### config.mk
export PLATFORM = sky130hd
export DESIGN_NAME = prv_trap_ctrl
export DESIGN_NICKNAME = d
export VERILOG_FILES = /design/src/rtl/prv_trap_ctrl.sv
export SDC_FILE = /design/constraint.sdc
export NUM_CORES = 1
export LEC_CHECK = 0
export CAP_MARGIN = 20
export CORE_MARGIN = 5
export CORE_UTILIZATION = 40
export CTS_CLUSTER_DIAMETER = 50
export DETAILED_ROUTE_END_ITERATION = 10
export PLACE_DENSITY = 0.79
export SETUP_SLACK_MARGIN = 0.15
export SYNTH_ARGS = -nofsm -noshare
export SYNTH_HDL_FRONTEND = slang
export SYNTH_SLANG_ARGS = --single-unit
### constraint.sdc
create_clock -name CLK -period 2.6 [get_ports CLK]
set_input_delay 0.39 -clock CLK [delete_from_list [all_inputs] [get_ports CLK]]
set_output_delay 0.39 -clock CLK [all_outputs]
set_load 0.03 [all_outputs]
### src/rtl/prv_trap_ctrl.sv
`default_nettype none
// +----------------------------------------------------------------------+
// | prv_trap_ctrl: multi-lane trap/mret sequencer between commit & priv   |
// | Revision: 1.0                                                         |
// +----------------------------------------------------------------------+
module prv_trap_ctrl #(
    parameter  int NUM_LANES = 2,
    parameter  int XLEN      = 32,
    parameter  int NUM_EXT   = 4,
    localparam int RW        = (NUM_EXT > 1) ? $clog2(NUM_EXT) : 1,
    localparam int LW        = (NUM_LANES > 1) ? $clog2(NUM_LANES) : 1
) (
    input  logic                      CLK,
    input  logic                      nRST,
    input  logic [NUM_LANES-1:0]      lane_valid,
    input  logic [NUM_LANES*10-1:0]   lane_exc,
    input  logic [NUM_LANES-1:0]      lane_ret,
    input  logic [NUM_LANES*XLEN-1:0] lane_pc,
    input  logic [NUM_LANES*XLEN-1:0] lane_badaddr,
    input  logic [NUM_LANES*RW-1:0]   lane_rmgmt_cause,
    input  logic                      ext_int,
    input  logic                      soft_int,
    input  logic                      timer_int,
    input  logic [XLEN-1:0]           xtvec,
    input  logic [XLEN-1:0]           xepc_r,
    input  logic                      priv_ack,
    output logic                      trap_req,
    output logic                      intr,
    output logic [5:0]                cause,
    output logic [XLEN-1:0]           epc,
    output logic [XLEN-1:0]           badaddr,
    output logic                      ret,
    output logic [NUM_LANES-1:0]      lane_kill,
    output logic                      pipe_clear,
    output logic                      insert_pc,
    output logic [XLEN-1:0]           priv_pc
);

    typedef enum logic [1:0] {
        IDLE  = 2'd0,
        REQ   = 2'd1,
        REDIR = 2'd2
    } state_t;

    state_t            state_q, state_d;
    logic              intr_q, intr_d;
    logic [5:0]        cause_q, cause_d;
    logic [XLEN-1:0]   epc_q, epc_d;
    logic [XLEN-1:0]   badaddr_q, badaddr_d;
    logic              ret_q, ret_d;
    logic [XLEN-1:0]   priv_pc_q, priv_pc_d;

    logic              sel_found;
    logic              sel_is_exc;
    logic [LW-1:0]     sel_lane;
    logic [5:0]        sel_cause;
    logic              int_take;
    logic [5:0]        int_cause;
    logic [XLEN-1:0]   tvec_base;
    logic [XLEN-1:0]   trap_target;

    // Flag order low to high is also the in-lane priority order.
    function automatic logic [5:0] exc_cause(input logic [9:0] f, input logic [RW-1:0] r);
        logic [5:0] c;
        c = 6'd0;
        if      (f[0]) c = 6'd1;
        else if (f[1]) c = 6'd0;
        else if (f[2]) c = 6'd2;
        else if (f[3]) c = 6'd3;
        else if (f[4]) c = 6'd11;
        else if (f[5]) c = 6'd4;
        else if (f[6]) c = 6'd6;
        else if (f[7]) c = 6'd5;
        else if (f[8]) c = 6'd7;
        else if (f[9]) c = 6'd24 + 6'(r);
        return c;
    endfunction

    always_comb begin
        sel_found  = 1'b0;
        sel_is_exc = 1'b0;
        sel_lane   = '0;
        sel_cause  = 6'd0;
        for (int i = 0; i < NUM_LANES; i++) begin
            if (!sel_found && lane_valid[i] && ((|lane_exc[i*10 +: 10]) || lane_ret[i])) begin
                sel_found  = 1'b1;
                sel_is_exc = |lane_exc[i*10 +: 10];
                sel_lane   = LW'(i);
                sel_cause  = exc_cause(lane_exc[i*10 +: 10], lane_rmgmt_cause[i*RW +: RW]);
            end
        end
    end

    assign int_take  = !sel_found && lane_valid[0] && (ext_int || soft_int || timer_int);
    assign int_cause = ext_int ? 6'd11 : (soft_int ? 6'd3 : 6'd7);

    always_comb begin
        lane_kill = '0;
        if (state_q == IDLE) begin
            for (int j = 0; j < NUM_LANES; j++) begin
                if (int_take)
                    lane_kill[j] = 1'b1;
                else if (sel_found && sel_is_exc && j >= int'(sel_lane))
                    lane_kill[j] = 1'b1;
                else if (sel_found && !sel_is_exc && j > int'(sel_lane))
                    lane_kill[j] = 1'b1;
            end
        end
    end

    // Vectored mode only offsets interrupts; exceptions always use the base.
    assign tvec_base   = {xtvec[XLEN-1:2], 2'b00};
    assign trap_target = (xtvec[1:0] == 2'b01 && intr_q)
                         ? tvec_base + XLEN'({cause_q, 2'b00}) : tvec_base;

    always_comb begin
        state_d   = state_q;
        intr_d    = intr_q;
        cause_d   = cause_q;
        epc_d     = epc_q;
        badaddr_d = badaddr_q;
        ret_d     = 1'b0;
        priv_pc_d = priv_pc_q;
        case (state_q)
            IDLE: begin
                if (sel_found && sel_is_exc) begin
                    state_d   = REQ;
                    intr_d    = 1'b0;
                    cause_d   = sel_cause;
                    epc_d     = lane_pc[sel_lane*XLEN +: XLEN];
                    badaddr_d = lane_badaddr[sel_lane*XLEN +: XLEN];
                end else if (sel_found) begin
                    state_d   = REDIR;
                    ret_d     = 1'b1;
                    priv_pc_d = xepc_r;
                end else if (int_take) begin
                    state_d   = REQ;
                    intr_d    = 1'b1;
                    cause_d   = int_cause;
                    epc_d     = lane_pc[0 +: XLEN];
                    badaddr_d = '0;
                end
            end
            REQ: begin
                if (priv_ack) begin
                    state_d   = REDIR;
                    priv_pc_d = trap_target;
                end
            end
            REDIR:   state_d = IDLE;
            default: state_d = IDLE;
        endcase
    end

    always_ff @(posedge CLK or negedge nRST) begin
        if (!nRST) begin
            state_q   <= IDLE;
            intr_q    <= 1'b0;
            cause_q   <= 6'd0;
            epc_q     <= '0;
            badaddr_q <= '0;
            ret_q     <= 1'b0;
            priv_pc_q <= '0;
        end else begin
            state_q   <= state_d;
            intr_q    <= intr_d;
            cause_q   <= cause_d;
            epc_q     <= epc_d;
            badaddr_q <= badaddr_d;
            ret_q     <= ret_d;
            priv_pc_q <= priv_pc_d;
        end
    end

    assign trap_req   = (state_q == REQ);
    assign insert_pc  = (state_q == REDIR);
    assign pipe_clear = (state_q == REQ) || (state_q == REDIR);
    assign intr       = intr_q;
    assign cause      = cause_q;
    assign epc        = epc_q;
    assign badaddr    = badaddr_q;
    assign ret        = ret_q;
    assign priv_pc    = priv_pc_q;

endmodule
`default_nettype wire
# Word level (Yosys, flattened, before mapping)
# Index checks and enable logic that the tools add are counted.
[op_classes] shifts=2 add_sub_neg=3 n_mux=60 n_eq_ne=8 n_reduce_logical=26 order_cmp=2
[ops] operator="two-way mux 32 bit" n=10
[ops] operator="two-way mux 6 bit" n=25
[ops] operator="variable part select 64 x 7 -> 32 bit" n=2
[ops] operator="case mux 32 bit (2 select lines)" n=1
[ops] operator="adder 32 x 8 -> 32 bit" n=1
[ops] operator="OR reduction 10 bit" n=2
[ops] operator="two-way mux 1 bit" n=16
[ops] operator="adder 5 x 2 -> 6 bit (first input constant)" n=2
[ops] operator="logical AND 1 bit" n=10
[ops] operator="two-way mux 2 bit" n=5
[ops] operator="!= test 2 bit (second input constant)" n=3
[ops] operator="logical OR 1 bit" n=5
[ops] operator="equality test 2 x 1 -> 1 bit (second input constant)" n=2
[ops] operator="two-way mux 4 bit" n=1
[ops] operator="!= test 4 x 3 -> 1 bit (second input constant)" n=1
[ops] operator="case mux 2 bit (2 select lines)" n=1
[ops] operator="AND reduction 4 bit" n=1
[ops] operator="nonzero test 2 bit" n=2
[ops] operator="zero test 1 bit" n=3
[ops] operator="two-way mux 3 bit" n=1
[ops] operator="AND reduction 3 bit" n=1
[ops] operator="equality test 2 bit (second input constant)" n=1
[ops] operator="zero test 2 bit" n=1
[ops] operator="!= test 2 x 1 -> 1 bit (second input constant)" n=1
[ops] operator="3 further kinds" n=3
[totals] output_inout_bits=109 reg_bits=106 wordCells=108 input_bits=226

# Logic depth before layout (Yosys ltp)
# Gate-level depths: netlist of the first run.
[logic_depth] word_depth=15 mapped_depth=10 ltp_nobuf=7

# Worst setup path after synthesis of the first run
# OpenSTA, ideal clock, no wires.
[synth_path] kind="input-to-output" start="input port lane_exc[5]" end="output port lane_kill[0]" required_time_ns=2.210 setup_slack_ns=-0.063 t_arrival_ns=2.273 path_stages=5 n_path_buf=1 path_cell_list="or4_4 > o41ai_4 > clkbuf_1 > nand3_1 > a21oi_1"
[synth_via] elab_chain_cells=13 elab_cells_between_ends=20 cone_classes="order compare: 1; mux: 8; reduce/logical: 11"
[synth_lines] element="from (decl)" line_no="16" source="input logic [NUM_LANES*10-1:0] lane_exc,"
[synth_lines] element="OR reduction 10 bit *" line_no="85, 87"
[synth_lines] element="logical OR 1 bit" line_no="85" source="if (!sel_found && lane_valid[i] && ((|lane_exc[i*10 +: 10]) || lane_ret[i])) begin"
[synth_lines] element="logical AND 1 bit" line_no="85"
[synth_lines] element="two-way mux 1 bit" line_no="85"
[synth_lines] element="zero test 1 bit" line_no="85"
[synth_lines] element="logical AND 1 bit (2 in series)" line_no="85"
[synth_lines] element="two-way mux 1 bit" line_no="85"
[synth_lines] element="greater-or-equal comparator 1 bit, or another cell as far along" line_no="103" source="else if (sel_found && sel_is_exc && j >= int'(sel_lane))"
[synth_lines] element="logical AND 1 bit (on tied branches)" line_no="103, 94"
[synth_lines] element="two-way mux 1 bit / logical AND 1 bit (equally long branches)" line_no="103, 94"
[synth_lines] element="two-way mux 1 bit *" line_no="101" source="if (int_take)"
[synth_lines] element="two-way mux 2 bit *" line_no="99" source="if (state_q == IDLE) begin"
[synth_lines] element="to (decl)" line_no="33" source="output logic [NUM_LANES-1:0] lane_kill,"
# Every way passes the cells marked *; elsewhere a longest branch is shown, timed or not.

# Final worst setup path of the first run
[layout_path] start="input port lane_exc[16]" end="register badaddr_q[11] (netlist: badaddr[11])"
[layout_via] elab_chain_cells=9 elab_cells_between_ends=15 cone_classes="eq/ne: 1; shift: 1; mux: 4; reduce/logical: 9"
[layout_lines] element="OR reduction 10 bit *" line_no="85, 87"
[layout_lines] element="parallel branches: the longest is 8 deep, another holds variable part select 64 x 7 -> 32 bit"
[layout_lines] element="to (signal assigned)" line_no="169" source="badaddr_q <= badaddr_d;"
[layout_lines] element="to (decl)" line_no="49" source="logic [XLEN-1:0] badaddr_q, badaddr_d;"
# Every way passes the cells marked *.
# A chain may end at the register's enable or synchronous reset.

==> results list, run 1 <==
- Pleak: 0.00461 uW
- Hpwl dp: 19.3 mm
- TritonRoute pass-1 iters: 5
- Library cell with the highest instance count after synthesis: sky130_fd_sc_hd__dfrtp_1
- Hold/Removal Path Class: in2async
- In the final routed layout, each cell accounts on average for 20.3 um.
- Sequential fraction of the synthesis area: 0.407
* Core box area: 0.0159 mm2
* Fillcell total: 1206
- Final number of max-transition violations: 0
- Syn avg cell area: 10.7 um2
- Clock tree from TritonCTS: built
* Via count of the first global-routing pass: 6796
- Fraction of layout cells with a size suffix above 1: 0.221
- Total power for the finished layout comes to 11500 uW.
* Top-area cell type share of the netlist area: 0.407
- Source-to-sink clock delay at the later pin of the worst-skew pair: 0.36 ns
- In this run, synthesis produced a sequential element count of 105.
- Row count: 46
- In this run the power density over the cells is 1020 mW/mm2.
* Final worst path period need: 2.40 ns
* Critical Path Fanout Max: 9
- Diode count: 0
- Count of unique library cells instantiated by Yosys: 72
* Transition at the pin with the smallest max-transition slack: 0.712 ns
- Starting density of the core: 0.407
- Prior to clock tree synthesis, the placed netlist has a worst setup slack of -0.287 ns.
- Instance count of the mapped netlist: 604
- Final setup margin: 0.199 ns
- Across every metal layer, demand over resource in global routing totals 0.247.
* Via density per instance: 5.41
* Area contributors post-synth: sky130_fd_sc_hd__dfrtp_1 (41%), sky130_fd_sc_hd__mux2_2 (12%), sky130_fd_sc_hd__a22o_1 (5.8%)
- Crit Path Category: in2reg
- Final routed DRC violation total: 0
* Most instantiated flip-flop cell in the synthesis netlist: sky130_fd_sc_hd__dfrtp_1
* Violation count after the first detailed-routing iteration: 336
- Counting every net in the synthesized netlist gives 839.
- Summing all placed instances gives a cell area of 0.0107 mm2.
* Top achievable clock speed: 416 MHz
- Wires add up to 24.9 mm.
- Total Die Area: 0.0188 mm2
- Req. time, crit path: 2.84 ns
* Weighted congestion at the end of routability-driven global placement: 0.877
* Horizontal extent of the die: 137 um
* Number of CTS-inserted buffers: 9
- Maximum vdd drop: 616 uV
- Buffers from clock root to sink, at most: 2
* Flop2flop setup slack: 0.29 ns
* Largest net degree at the start of global routing: 57
* Maximum level of the CTS H-tree: 3
- The clock arrives with 0.0102 ns of skew.
- After clock tree synthesis, the clock-pin slew on the worst setup and hold paths is 0.07 ns.
- IO Pins: 335
- The clock net in this run drives a total of 105 sinks.
- Counting flops with an async set or reset pin after synthesis yields a share of 1.00.
* Number of setup violations in the final report: 0
- Number of vias after detailed routing: 6634
- For the worst setup path, the data arrival time is 2.64 ns.
- Accumulated negative setup slack: 0 ns
* Final hold viol count: 0
- Setup repair after global routing could not meet its margin everywhere.
* Antenna-violating nets left: 0
- Aggregate global routing overflow: 0
- First-pass GRT wire length: 35.9 mm
- Clock tree synthesis selected as its root buffer the cell sky130_fd_sc_hd__clkbuf_16.
- Worst rel slew slack: 0.526
- Port bufs: 333
- Summed over all instances, the cell type with the most area after synthesis is sky130_fd_sc_hd__dfrtp_1.
* Final Net Count: 1242
- Antenna violations before repair: 0
- Period Utilization, post-route: 0.924
* Netlist Area Pre-Place: 0.00646 mm2
- Run status: completed
- Once layout is complete, the utilization of the core stands at 0.709.
- Kind of capture point of the worst setup path: register
- Design Area, Final: 0.0113 mm2
- From bottom edge to top edge, the die measures 137 um.
* Leading cell types by count after synthesis: sky130_fd_sc_hd__dfrtp_1 (105), sky130_fd_sc_hd__mux2_2 (71), sky130_fd_sc_hd__a22o_1 (43)
* Synthesis Warnings: 0
- The synthesized design contains 0 enable-type register cells.
- Relative to the synthesized area, the layout overhead comes to 74.5%.
* Max-cap violation count: 0
- The number of hold buffers added after CTS was 0.
- STA classifies the critical path startpoint as a primary input.
==> flip-flops by register name, summed over array words and instances (netlist names) <==
signal   flops
ret          1
epc         32
priv_pc     32
cause        5
state_q      2
badaddr     32
intr         1
==> power breakdown <==
| group | internal (uW) | total (uW) | switching, uW |
|---|---|---|---|
| registers | 2430 | 2910 | 480 |
| logic | 3430 | 7180 | 3750 |
| clock network | 773 | 1410 | 632 |
| total | 6630 | 11500 | 4860 |
==> worst paths after layout <==
| kind | start | endpoint | cells past startpoint |
|---|---|---|---|
| worst max register to register | cause[4] | priv_pc[15] | 8 |
| worst min register to register | epc[26] | epc[26] | 1 |
| worst min-delay path | nRST | epc[12] | 1 |
| worst max-delay path | lane_exc[16] | badaddr[11] | 10 |
| min in group CLK | epc[26] | epc[26] | 1 |
| max in group asynchronous | nRST | badaddr[17] | 2 |
==> per-layer routing <==
metal  track usage  share of wire  wire, um
met4        0.0876          0.025       612
met1         0.292           0.38      9390
met5             0              0         0
met2         0.428           0.50     12400
met3        0.0713          0.099      2470
==> critical path, cell delays in order <==
cell and delay [ns]:
sky130_fd_sc_hd__dlygate4sd2_1 0.26, sky130_fd_sc_hd__or4_4 0.44, sky130_fd_sc_hd__buf_6 0.15, sky130_fd_sc_hd__o41ai_4 0.29, sky130_fd_sc_hd__buf_4 0.19, sky130_fd_sc_hd__buf_6 0.11
sky130_fd_sc_hd__a21oi_2 0.07, sky130_fd_sc_hd__o21a_4 0.28, sky130_fd_sc_hd__clkbuf_16 0.19, sky130_fd_sc_hd__mux2_2 0.28
==> cell families (layout without fill, tap and decap cells) <==
logic type / count (synthesis) / in the layout / synth area share
xor gates and xnor gates: 17 / 17 / 0.0231
other: 1 / 1 / 0.000581
DFF: 105 / 105 / 0.407
adders and majority gates: 9 / 9 / 0.0186
and+or+nand+nor: 138 / 138 / 0.117
AOI/OAI and AO/OA: 180 / 181 / 0.217
muxes: 102 / 102 / 0.178
buffers and inverters: 52 / 458 / 0.0399
==> metrics by stage <==
stage	std cells	hold slack [ns]
3_3_place_gp	1199	0.470
3_5_place_dp	1199	0.482
4_1_cts	1220	0.0945
5_1_grt	1227	0.128
6_report	1227	0.0838
2_1_floorplan	604	0.0944
==> final cells by class <==
cell class                      count  area, um2  area share
Inverter                           13       48.8     0.00433
Sequential cell                   105       2630       0.233
Clock buffer                       11        243      0.0215
Multi-Input combinational cell    448       3730       0.331
Timing Repair Buffer              430       4300       0.382
Tap cell                          216        270      0.0240
Clock inverter                      4       52.6     0.00466
==> cells in the final DEF (no fill, tap or decap), types with 4 or more instances in the layout <==
cell                              synthesis  layout
sky130_fd_sc_hd__a2111oi_0                6       4
sky130_fd_sc_hd__a211oi_1                20      20
sky130_fd_sc_hd__a21oi_1                 38      35
sky130_fd_sc_hd__a22o_1                  43      43
sky130_fd_sc_hd__and2_1                   6       6
sky130_fd_sc_hd__and3_1                   4       4
sky130_fd_sc_hd__and4_1                   6       6
sky130_fd_sc_hd__buf_12                   0      13
sky130_fd_sc_hd__buf_4                    7      79
sky130_fd_sc_hd__buf_6                    4       4
sky130_fd_sc_hd__clkbuf_16                0      14
sky130_fd_sc_hd__clkbuf_2                 0       5
sky130_fd_sc_hd__clkdlybuf4s50_1          0     310
sky130_fd_sc_hd__dfrtp_1                105     105
sky130_fd_sc_hd__dlygate4sd2_1            0       5
sky130_fd_sc_hd__dlymetal6s2s_1           0       6
sky130_fd_sc_hd__ha_1                     8       8
sky130_fd_sc_hd__inv_1                   13      13
sky130_fd_sc_hd__mux2_1                  30      30
sky130_fd_sc_hd__mux2_2                  71      71
sky130_fd_sc_hd__nand2_1                 27      27
sky130_fd_sc_hd__nand2b_1                 7       6
sky130_fd_sc_hd__nand3_1                 14      13
sky130_fd_sc_hd__nand4_1                  7       7
sky130_fd_sc_hd__nor2_1                  30      29
sky130_fd_sc_hd__nor3_1                   4       4
sky130_fd_sc_hd__o211ai_1                 9       9
sky130_fd_sc_hd__o21ai_0                  9       9
sky130_fd_sc_hd__o32ai_1                  7       7
sky130_fd_sc_hd__or4_1                    6       5
sky130_fd_sc_hd__xnor2_1                 16      16
==> repair_timing <==
action,in CTS,in global routing
resized for setup,20,32
buffers inserted,6,1
endpoints found under the hold margin,0,0
setup endpoints to repair,74,80
pin swaps,7,7
gates cloned,0,6
No activity file was read; power rests on OpenSTA's default activity.
==> run 2: changes to the inputs <==
--- a/config.mk
+++ b/config.mk
@@ -10,8 +10,10 @@
 export CORE_UTILIZATION = 40
 export CTS_CLUSTER_DIAMETER = 50
 export DETAILED_ROUTE_END_ITERATION = 10
+export GPL_TIMING_DRIVEN = 0
 export PLACE_DENSITY = 0.79
 export SETUP_SLACK_MARGIN = 0.15
+export SKIP_LAST_GASP = 1
 export SYNTH_ARGS = -nofsm -noshare
 export SYNTH_HDL_FRONTEND = slang
 export SYNTH_SLANG_ARGS = --single-unit
==> run 2 against run 1 <==
Effect of this change:
- global-route usage is 0.90 points higher
- total power is 1.8% lower
- via count is 0.83% higher
- combinational power is 3.9% lower
- setup slack worse by 0.059 ns
- count of clock-buffer cells in the layout is 2 lower
- clock power is 6% higher
- sequential power hardly changed
- register-to-register slack worse by 0.06 ns
- wire length is 2.4% higher
- die area stayed put
- sequential cell count stayed put
- critical endpoint is now lane_kill[1]
- largest cell class unchanged
==> results list, run 2 (same netlist as run 1, synthesis figures left out) <==
* Final number of max-transition violations: 0
* Sink count of the clock tree: 105
- Pleak: 0.00441 uW
- For flop-to-flop paths, the worst setup slack is 0.23 ns.
- Core box area: 0.0159 mm2
* Clk network pwr share: 0.132
- At the end of the flow, the number of nets in the layout was 1206.
- The routed layout has 6689 vias.
- Crit Path Category: in2out
- In this run the deepest clock path goes through 2 buffers.
- Setup repair after global routing could not meet its margin everywhere.
- Using the TritonRoute via totals, the vias-per-cell ratio works out to 5.60.
- The area growth from synthesis to layout is 69.2%.
* Maximum level of the CTS H-tree: 3
* Setup WS pre-CTS: -1.09 ns
* CP Launch Point: lane_exc[4]
- Total Die Area: 0.0188 mm2
- Across the run, the number of max-cap violations was 0.
- Final core utilization: 0.688
- Flop pwr share: 0.257
- Counting cells, the worst reg-to-reg path comes to 7.
- For the worst setup path, the data required time is 2.21 ns.
* Hpwl dp: 19.8 mm
* Critical path startpoint category: primary input
* Critical path arrival: 2.07 ns
* Root Buffer Master: sky130_fd_sc_hd__clkbuf_16
* Run status: completed
- Hold/Removal Path Class: in2async
- Commonest non-fill, non-tap cells in the layout: sky130_fd_sc_hd__clkdlybuf4s50_1 (311), sky130_fd_sc_hd__dfrtp_1 (105), sky130_fd_sc_hd__mux2_2 (66)
- The worst path meets setup with 0.139 ns of slack.
- The first global-routing pass estimated 37.1 mm of wire.
- Clock transition at path regs: 0.08 ns
- Transition at the pin with the smallest max-transition slack: 0.754 ns
- Wires add up to 25.5 mm.
- TritonRoute pass-1 iters: 7
- Switch Pwr: 4910 uW
- Critical Path Fanout Max: 4
* Weighted congestion at the end of routability-driven global placement: 0.859
- For this block, the initial DRC count from the detailed router was 512.
- For this run, the total global-route usage over all layers was measured as 0.256.
- Starting density of the core: 0.407
- The detail route stage leaves a number of antenna-violating nets equal to 0.
- In the final layout, the share of cells above drive strength 1 is 0.200.
- The clock period could shrink to 2.46 ns.
- Via count of the first global-routing pass: 6848
* Average detailed-routed wire length per instance: 21.3 um
- VDD sags by at most 600 uV.
- STA classifies the critical path endpoint as an output pin.
* Number of CTS-inserted buffers: 9
- After global routing the overflow that remains totals 0.
* Final hold viol count: 0
- After clock tree synthesis, the flow added hold-fix buffers numbering 0.
- Largest net degree at the start of global routing: 68
- Switching share of total power: 0.436
- Row generation in the floorplan step produced 46 rows.
- Total power per unit cell area: 1030 mW/mm2
- Source-to-sink clock delay at the later pin of the worst-skew pair: 0.36 ns
- Number of standard cells in the layout, taps in and fillers out: 1194
- The library cell used most frequently in the layout, excluding fill and tap cells, is sky130_fd_sc_hd__clkdlybuf4s50_1.
- The startpoint identified for the worst register-to-register timing path is cause[4].
- Final routed DRC violation total: 0
* Top achievable clock speed: 406 MHz
- Accumulated negative setup slack: 0 ns
- Port bufs: 333
- IO Pins: 335
* Cell internal power dissipation: 6370 uW
- TritonCTS built the clock tree.
- Placed cell count: 1155
- After filler insertion, the fill cell instance count of the layout stands at 1231.
- Endpoint of the worst-slack reg-to-reg timing path: priv_pc[19]
- From bottom edge to top edge, the die measures 137 um.
- Headroom to the max-slew limit came out at 0.492.
- Setup violations remaining at the end of the flow were counted as 0.
- Antenna violations before repair: 2
* Horizontal extent of the die: 137 um
* Share of power burned in combinational logic: 0.611
- Across the routed clock network, the largest skew measured is 0.0114 ns.
- Period Utilization, post-route: 0.946
==> run 2: cell types whose count changed in the layout (fill, tap and decap cells not counted), moves of 3 or more <==
cell,change
sky130_fd_sc_hd__dlymetal6s2s_1,-4
sky130_fd_sc_hd__buf_12,-10
sky130_fd_sc_hd__clkbuf_2,+7
sky130_fd_sc_hd__buf_2,+3
sky130_fd_sc_hd__clkbuf_16,-4
sky130_fd_sc_hd__dlygate4sd2_1,+5
sky130_fd_sc_hd__a2111oi_0,-3
sky130_fd_sc_hd__buf_4,-56
sky130_fd_sc_hd__buf_6,+8
sky130_fd_sc_hd__mux2_4,+15
sky130_fd_sc_hd__mux2_2,-5
sky130_fd_sc_hd__clkbuf_1,+9
sky130_fd_sc_hd__mux2_1,-10
==> run 2: metrics by stage <==
step / hold slack [ns] / instance area, um2 / power (uW)
2_1_floorplan: 0.0944 / 6490 / 6700
3_5_place_dp: 0.412 / 10100 / 9530
3_3_place_gp: 0.488 / 10100 / 9440
4_1_cts: 0.0171 / 10800 / 11200
6_report: 0.00817 / 10900 / 11300
5_1_grt: 0.0420 / 10900 / 11900
==> run 2: critical path, stage by stage <==
cell and delay, ns:
sky130_fd_sc_hd__dlygate4sd2_1 0.28, sky130_fd_sc_hd__or3_4 0.38, sky130_fd_sc_hd__o41ai_4 0.40, sky130_fd_sc_hd__clkbuf_8 0.20
sky130_fd_sc_hd__buf_4 0.12, sky130_fd_sc_hd__a31oi_1 0.10, sky130_fd_sc_hd__buf_4 0.19
==> run 2: layout make-up <==
type                    count  area (um2)  share of cell area
diodes                      2        5.00            0.000458
plain buffers              39         310              0.0284
clock buffers               9         225              0.0206
clock inverters             7        95.1             0.00870
inverters                  13        48.8             0.00447
multi-input cells         447        3800               0.348
flip-flops and latches    105        2630               0.240
well taps                 216         270              0.0247
repair buffers            356        3540               0.324
==> run 2: worst max path at each step <==
stage                         to  slack (ns)
global route        lane_kill[1]        0.11
global placement     badaddr[15]       -2.98
CTS                 lane_kill[0]        0.04
finish              lane_kill[1]        0.14
floorplan                 epc[0]        0.18
detailed placement  lane_kill[0]       -1.09
==> run 2: power by group through the flow <==
| stage | registers [uW] | logic [uW] | clock network, uW |
|---|---|---|---|
| 6_report | 2890 | 6900 | 1490 |
| 5_1_grt | 2980 | 7280 | 1590 |
| 4_1_cts | 2890 | 6820 | 1520 |
| 3_5_place_dp | 2900 | 6630 | 0 |
| 3_3_place_gp | 2880 | 6560 | 0 |
| 2_1_floorplan | 4370 | 2330 | 0 |
==> run 2: layer usage <==
layer / global-route usage / vias to the layer above / part of all wire
met5: 0 / - / 0
met4: 0.0848 / 0 / 0.026
met3: 0.0713 / 48 / 0.096
met2: 0.446 / 319 / 0.51
met1: 0.304 / 3249 / 0.37
li1: - / 3073 / -
==> run 2: repair_timing <==
item / CTS / global route
setup buffers: 14 / 5
resized for setup: 82 / 52
hold endpoints to repair: 0 / 0
cloned: 1 / 1
setup endpoints to repair: 106 / 95
pin swaps: 13 / 6
